[config.mk]
export PLATFORM = sky130hd
export DESIGN_NAME = md5_message_padder
export DESIGN_NICKNAME = d
export VERILOG_FILES = /design/src/rtl/md5_message_padder.sv
export SDC_FILE = /design/constraint.sdc
export NUM_CORES = 2
export LEC_CHECK = 0
export ABC_AREA = 1
export CAP_MARGIN = 10
export CORE_UTILIZATION = 40
export DETAILED_ROUTE_END_ITERATION = 16
export GPL_TIMING_DRIVEN = 0
export PLACE_DENSITY = 0.68
export SLEW_MARGIN = 15
export SYNTH_ARGS = -nofsm -noshare
export SYNTH_HDL_FRONTEND = slang
export SYNTH_SLANG_ARGS = --single-unit
[constraint.sdc]
create_clock -name clock -period 2.59 [get_ports clock]
set_input_delay 0.518 -clock clock [delete_from_list [all_inputs] [get_ports clock]]
set_output_delay 0.518 -clock clock [all_outputs]
set_load 0.02 [all_outputs]
[src/rtl/md5_message_padder.sv]
// MD5 message padder: packs 32-bit words into 512-bit blocks, appends 0x80, zero fill and 64-bit LE bit length.
// Optional MD5_PAD_BYTESWAP_EN: treat in_data as big-endian (byte 0 = in_data[31:24]).
module md5_message_padder #(
  parameter int LEN_W = 64
) (
  input  logic         clock,
  input  logic         reset,
  input  logic [31:0]  in_data,
  input  logic [2:0]   in_nbytes,
  input  logic         in_last,
  input  logic         in_valid,
  output logic         in_ready,
  output logic [511:0] block_data,
  output logic         block_last,
  output logic         block_valid,
  input  logic         block_ready,
  output logic [1:0]   o_dbg_state
);

  // Handshake: a word moves when in_valid & in_ready at a rising edge, a block moves when
  // block_valid & block_ready; block_data/block_last never change while block_valid waits.
  typedef enum logic [1:0] {S_FILL, S_PAD, S_EMIT, S_TAIL} state_t;

  state_t             r_state;
  state_t             w_next_state;
  logic [3:0]         r_word_idx;
  logic [511:0]       r_buf;
  logic [LEN_W-1:0]   r_bit_len;
  logic [6:0]         r_p;
  logic               r_tail_pending;
  logic               r_tail_80;
  logic [511:0]       r_block_data;
  logic               r_block_last;

  logic [31:0]        w_word;
  logic [31:0]        w_word_m;
  logic [2:0]         w_nb;
  logic               w_in_fire;
  logic [511:0]       w_buf_next;
  logic [511:0]       w_pad_block;
  logic [511:0]       w_tail_block;
  logic [63:0]        w_len64;
  logic [LEN_W-1:0]   w_len_add;

`ifdef MD5_PAD_BYTESWAP_EN
  assign w_word = {in_data[7:0], in_data[15:8], in_data[23:16], in_data[31:24]};
`else
  assign w_word = in_data;
`endif

  assign w_in_fire = in_valid & in_ready;
  assign w_len64   = 64'(r_bit_len);
  assign w_len_add = LEN_W'({w_nb, 3'b000});

  always_comb begin
    w_nb = 3'd4;
    if (in_last && (in_nbytes <= 3'd4)) w_nb = in_nbytes;
  end

  // Bytes past the final valid byte are forced to zero before they enter the buffer.
  always_comb begin
    w_word_m = '0;
    for (int j = 0; j < 4; j++) begin
      if (3'(j) < w_nb) w_word_m[8*j +: 8] = w_word[8*j +: 8];
    end
  end

  always_comb begin
    w_buf_next = r_buf;
    w_buf_next[{r_word_idx, 5'b00000} +: 32] = w_word_m;
  end

  // r_p is the byte position right after the final data byte (0..64).
  always_comb begin
    w_pad_block = '0;
    for (int b = 0; b < 64; b++) begin
      if (7'(b) < r_p)       w_pad_block[8*b +: 8] = r_buf[8*b +: 8];
      else if (7'(b) == r_p) w_pad_block[8*b +: 8] = 8'h80;
    end
    if (r_p <= 7'd55) w_pad_block[511:448] = w_len64;
  end

  always_comb begin
    w_tail_block          = '0;
    w_tail_block[7:0]     = r_tail_80 ? 8'h80 : 8'h00;
    w_tail_block[511:448] = w_len64;
  end

  always_ff @(posedge clock) begin
    if (reset) r_state <= S_FILL;
    else       r_state <= w_next_state;
  end

  always_comb begin
    w_next_state = r_state;
    in_ready     = 1'b0;
    block_valid  = 1'b0;
    case (r_state)
      S_FILL: begin
        in_ready = 1'b1;
        if (w_in_fire) begin
          if (in_last)                  w_next_state = S_PAD;
          else if (r_word_idx == 4'd15) w_next_state = S_EMIT;
        end
      end
      S_PAD: w_next_state = S_EMIT;
      S_EMIT: begin
        block_valid = 1'b1;
        if (block_ready) w_next_state = r_tail_pending ? S_TAIL : S_FILL;
      end
      S_TAIL: begin
        block_valid = 1'b1;
        if (block_ready) w_next_state = S_FILL;
      end
      default: w_next_state = S_FILL;
    endcase
  end

  always_ff @(posedge clock) begin
    if (reset) begin
      r_word_idx     <= '0;
      r_buf          <= '0;
      r_bit_len      <= '0;
      r_p            <= '0;
      r_tail_pending <= 1'b0;
      r_tail_80      <= 1'b0;
      r_block_data   <= '0;
      r_block_last   <= 1'b0;
    end else begin
      case (r_state)
        S_FILL: begin
          if (w_in_fire) begin
            r_buf     <= w_buf_next;
            r_bit_len <= r_bit_len + w_len_add;
            if (in_last) begin
              r_p        <= 7'({r_word_idx, 2'b00}) + 7'(w_nb);
              r_word_idx <= '0;
            end else if (r_word_idx == 4'd15) begin
              r_block_data   <= w_buf_next;
              r_block_last   <= 1'b0;
              r_tail_pending <= 1'b0;
              r_word_idx     <= '0;
            end else begin
              r_word_idx <= r_word_idx + 4'd1;
            end
          end
        end
        S_PAD: begin
          r_block_data   <= w_pad_block;
          r_block_last   <= (r_p <= 7'd55);
          r_tail_pending <= (r_p > 7'd55);
          r_tail_80      <= (r_p == 7'd64);
        end
        S_EMIT: begin
          if (block_ready) begin
            if (r_tail_pending) begin
              r_block_data   <= w_tail_block;
              r_block_last   <= 1'b1;
              r_tail_pending <= 1'b0;
            end else if (r_block_last) begin
              r_bit_len <= '0;
              r_buf     <= '0;
            end
          end
        end
        S_TAIL: begin
          if (block_ready) begin
            r_bit_len <= '0;
            r_buf     <= '0;
          end
        end
        default: ;
      endcase
    end
  end

  assign block_data  = r_block_data;
  assign block_last  = r_block_last;
  assign o_dbg_state = r_state;

endmodule

==> results.md <==
- Max frequency: approximately 350 MHz
- Routed len/inst: around 28 microns
- Number of global-route vias before repair: about 58000
- Ratio of final minimum period to clock period: 109%
- Sw frac: between 40% and 50%
- Vias: between 60000 and 70000
- Relative slew slack: between 10% and 20%
- Worst path required time: approximately 3.2 ns
- Pint: 43.1 mW
- Post-synth EDFFs: 0
- Final Hold Violating Endpoints: 0
- Buffers on Ports: ~560
- Die ar.: roughly 0.14 sq mm
- Peak VDD IR: 0.651 mV
- Quantity of hold-fixing buffers added after cts: 0
- Largest net degree at the start of global routing: 20
- Initial Util: 40.3%
- Combinational family with the most area after synthesis: compound AO/OA/AOI/OAI gates
- Clk pin slew, worst setup/hold paths: approximately 0.060 ns
- Setup CP Type: in2reg
- Combinational share of power: roughly half
- Status: finished with violations
- Placed cell count: 10300
- H-tree levels: 3
- Avg Synthesized Cell Area: ~6.9 sq um
- Final Cell Area: 0.0689 sq mm
- Area grow syn2layout: 26.2%
- Max-slew violations: 0
- Biggest area consumer among synthesized cells: dfxtp_1
- DRC viols: 0
- Syn Inst Count: 7937
- Post-DP HPWL: 214000 microns
- Num CTS Buffers: approximately 120
- Clock Latency Late Sink: 0.79 ns
- DRT iter0 DRCs: 10100
- Sink Count: 1101
- Grt total ovfl: 0
- CTS Buffer Depth: 3
- XOR/XNOR share of the synthesized area: less than 1%
- Synth Area in Adders: less than 1%
- First-pass DRT Iterations: 10
- Synth async-reset ratio: 0%
- Sw Pwr: between 40 and 50 mW
- Vias per cell: 6.17
- Critical Path AT: between 3 and 4 ns
- Post-DRT Antenna Nets: 0
- Share of cells above drive strength 1: between 10 and 15%
- Synthesis-stage register bit count: between 1000 and 1500
- Sequential share of the synthesized area: between 40% and 50%
- Initial antenna violation count: 19
- Simple-gate area share of the yosys netlist: about 18%
- Warnings from Yosys: 0
- Worst-Margin Slew: between 1 and 1.5 ns
- Crit path launch type: primary input
- Chip Height: between 300 and 400 microns
- Reg2Reg Depth: 10
- Multiplexer share of the synthesized area: 0%
- RSZ-0062 raised after global routing: true
- Power Density: roughly 1200 mW/mm^2
- Post-Syn Area: between 0.05 and 0.06 sq mm
- Hold path depth: 2
- Tot GR Track Use: 41.5%
- CP Max Fanout: 10
- WL final: ~300000 microns
- Setup ws final: -0.238 ns
- LEAKAGE: about 26 nW
- Top Ports: 557
- Syn nets: roughly 8000
- Synth area leaders: dfxtp_1 (40%), nand2_1 (11%), a21oi_1 (10%)
- Worst Skew: between 0.04 and 0.05 ns
- Gp weighted congestion: 1.03
- Ys flop type: dfxtp_1
- Final hold slack: approximately 0.47 ns
- TritonCTS clock tree: done
- Clock tree root buffer cell: clkbuf_16
- Post-DP Area: roughly 0.063 sq mm
- Count of different cell masters after synthesis: 48
- Worst Setup End Kind: flop
- Clk network pwr share: roughly 22%
- HP Class: reg2reg
- Core ar.: approximately 0.14 sq mm
- First-pass GRT wire length: roughly 410000 microns
- Die width: 372 microns
- Top cell type's share of synthesized area: 40.3%
- Max cap viols: 0
- Layout net count: roughly 8700
- Fin cells: 10600
- Row Count: roughly 140
- Final setup violation count: about 130
- Seq pwr share: 29.2%
- Final min period: around 2.8 ns
- Complex-gate fraction of the synthesized area: between 30% and 40%
- Failing checks: negative setup slack
final timing paths:
path	startpoint	endpoint	slack (ns)
setup / recovery	in_last	r_buf[155]	-0.24
hold / removal	r_buf[257]	r_buf[257]	0.47
setup reg to reg	o_dbg_state[1]	block_data[295]	-0.10
hold reg to reg	r_buf[257]	r_buf[257]	0.47
metal layers:
layer | GRT usage (%) | vias to the layer above | wire length, microns
met3 | 14.3 | 1122 | 42700
met1 | 51.8 | 30600 | 110000
li1 | - | 28400 | -
met4 | 31.2 | 16 | 26300
met5 | 0 | - | 160
met2 | 58.3 | 5010 | 121000
layout make-up:
class / instances / area, sq um
diodes: 18 / 45.0
plain buffers: 634 / 3400
clock buffers: 174 / 3580
clock inverters: 50 / 614
fillers: 13400 / 66500
inverters: 814 / 3200
multi-input cells: 5384 / 27700
flip-flops and latches: 1101 / 22100
well taps: 1781 / 2230
repair buffers: 618 / 6170
cell usage in the layout, fill, tap and decap left out, types with 12 or more instances in the layout:
cell type / netlist / layout
diode_2: 0 / 18
nand2_1: 1660 / 1621
o21ai_1: 43 / 42
a31oi_1: 155 / 154
clkbuf_1: 392 / 220
buf_4: 9 / 103
o21ai_0: 707 / 699
or2_0: 37 / 37
o22ai_1: 142 / 142
nand2_4: 1 / 18
clkinv_2: 0 / 30
nor2_2: 11 / 34
clkdlybuf4s50_1: 0 / 549
o211ai_1: 702 / 702
inv_2: 19 / 24
clkbuf_4: 0 / 33
nand2_2: 9 / 30
bufinv_16: 0 / 12
a21oi_1: 1102 / 1081
clkinvlp_4: 0 / 28
clkbuf_8: 0 / 38
or2_1: 43 / 43
inv_1: 783 / 748
buf_2: 209 / 152
clkbuf_2: 0 / 159
dfxtp_1: 1101 / 1094
or2_2: 31 / 31
nor2_4: 3 / 28
buf_6: 0 / 15
nor2_1: 497 / 449
a21oi_2: 2 / 16
clkbuf_16: 0 / 123
nand4_1: 47 / 47
nand3_1: 129 / 121
power by group through the flow:
| stage | Sequential [mW] | Combinational, mW | Clock, mW |
|---|---|---|---|
| after floorplan | 26.3 | 15.1 | 0 |
| after CTS | 24.0 | 38.1 | 18.5 |
| after detailed placement | 24.3 | 36.5 | 0 |
| after global placement | 24.3 | 36.4 | 0 |
| final | 24.3 | 40.3 | 18.6 |
| after global routing | 24.3 | 41.3 | 19.2 |
sequential cells by signal (all words and copies together) (netlist names):
| register | count |
|---|---|
| block_last | 1 |
| block_data | 512 |
| r_buf | 512 |
| r_bit_len | 61 |
| r_tail_80 | 1 |
| o_dbg_state | 2 |
| r_tail_pending | 1 |
| r_word_idx | 4 |
| r_p | 7 |
synth_stat cells, types with 19 or more instances:
library cell  count
a31oi_1         155
a21oi_1        1102
o22ai_1         142
nand4_1          47
inv_1           783
o21ai_1          43
o21ai_0         707
o211ai_1        702
buf_2           209
nor2_1          497
nand2_1        1660
or2_1            43
inv_2            19
nand3_1         129
or2_0            37
dfxtp_1        1101
clkbuf_1        392
buf_1            28
or2_2            31
per-stage QoR:
step / power (mW) / utilization (%) / setup TNS [ns] / setup slack, ns
after CTS: 80.7 / 50.5 / -0.297 / -0.0400
final: 83.2 / 50.9 / -12.66 / -0.238
after global placement: 60.7 / 46.1 / -1814.87 / -3.24
after detailed placement: 60.8 / 46.2 / -1648.97 / -2.46
after floorplan: 41.4 / - / 0 / 0.00526
after global routing: 84.8 / 50.9 / -0.0891 / -0.0350
critical path, cell delays in order:
cell and delay [ns]:
clkdlybuf4s18_2 0.32, inv_2 0.12, nor2_4 0.16, inv_4 0.10, nand2_2 0.52, clkinv_2 0.63
clkbuf_2 0.58, o211ai_1 0.35, a21oi_1 0.09
logic make-up (layout without fill, tap and decap cells):
group / Yosys count / after routing
and+or+nand+nor: 2495 / 2495
buffers and inverters: 1452 / 2290
AOI/OAI and AO/OA: 2874 / 2874
adders and majority gates: 12 / 12
DFF: 1101 / 1101
other: 0 / 18
xor gates and xnor gates: 3 / 3
repair_timing:
item                       4_1_cts  5_1_grt
setup endpoints to repair     1089      948
setup buffers                   49       10
gates resized for setup        454      207
pin swaps                       13        8
Note: power is estimated with default switching activity, not from simulation.
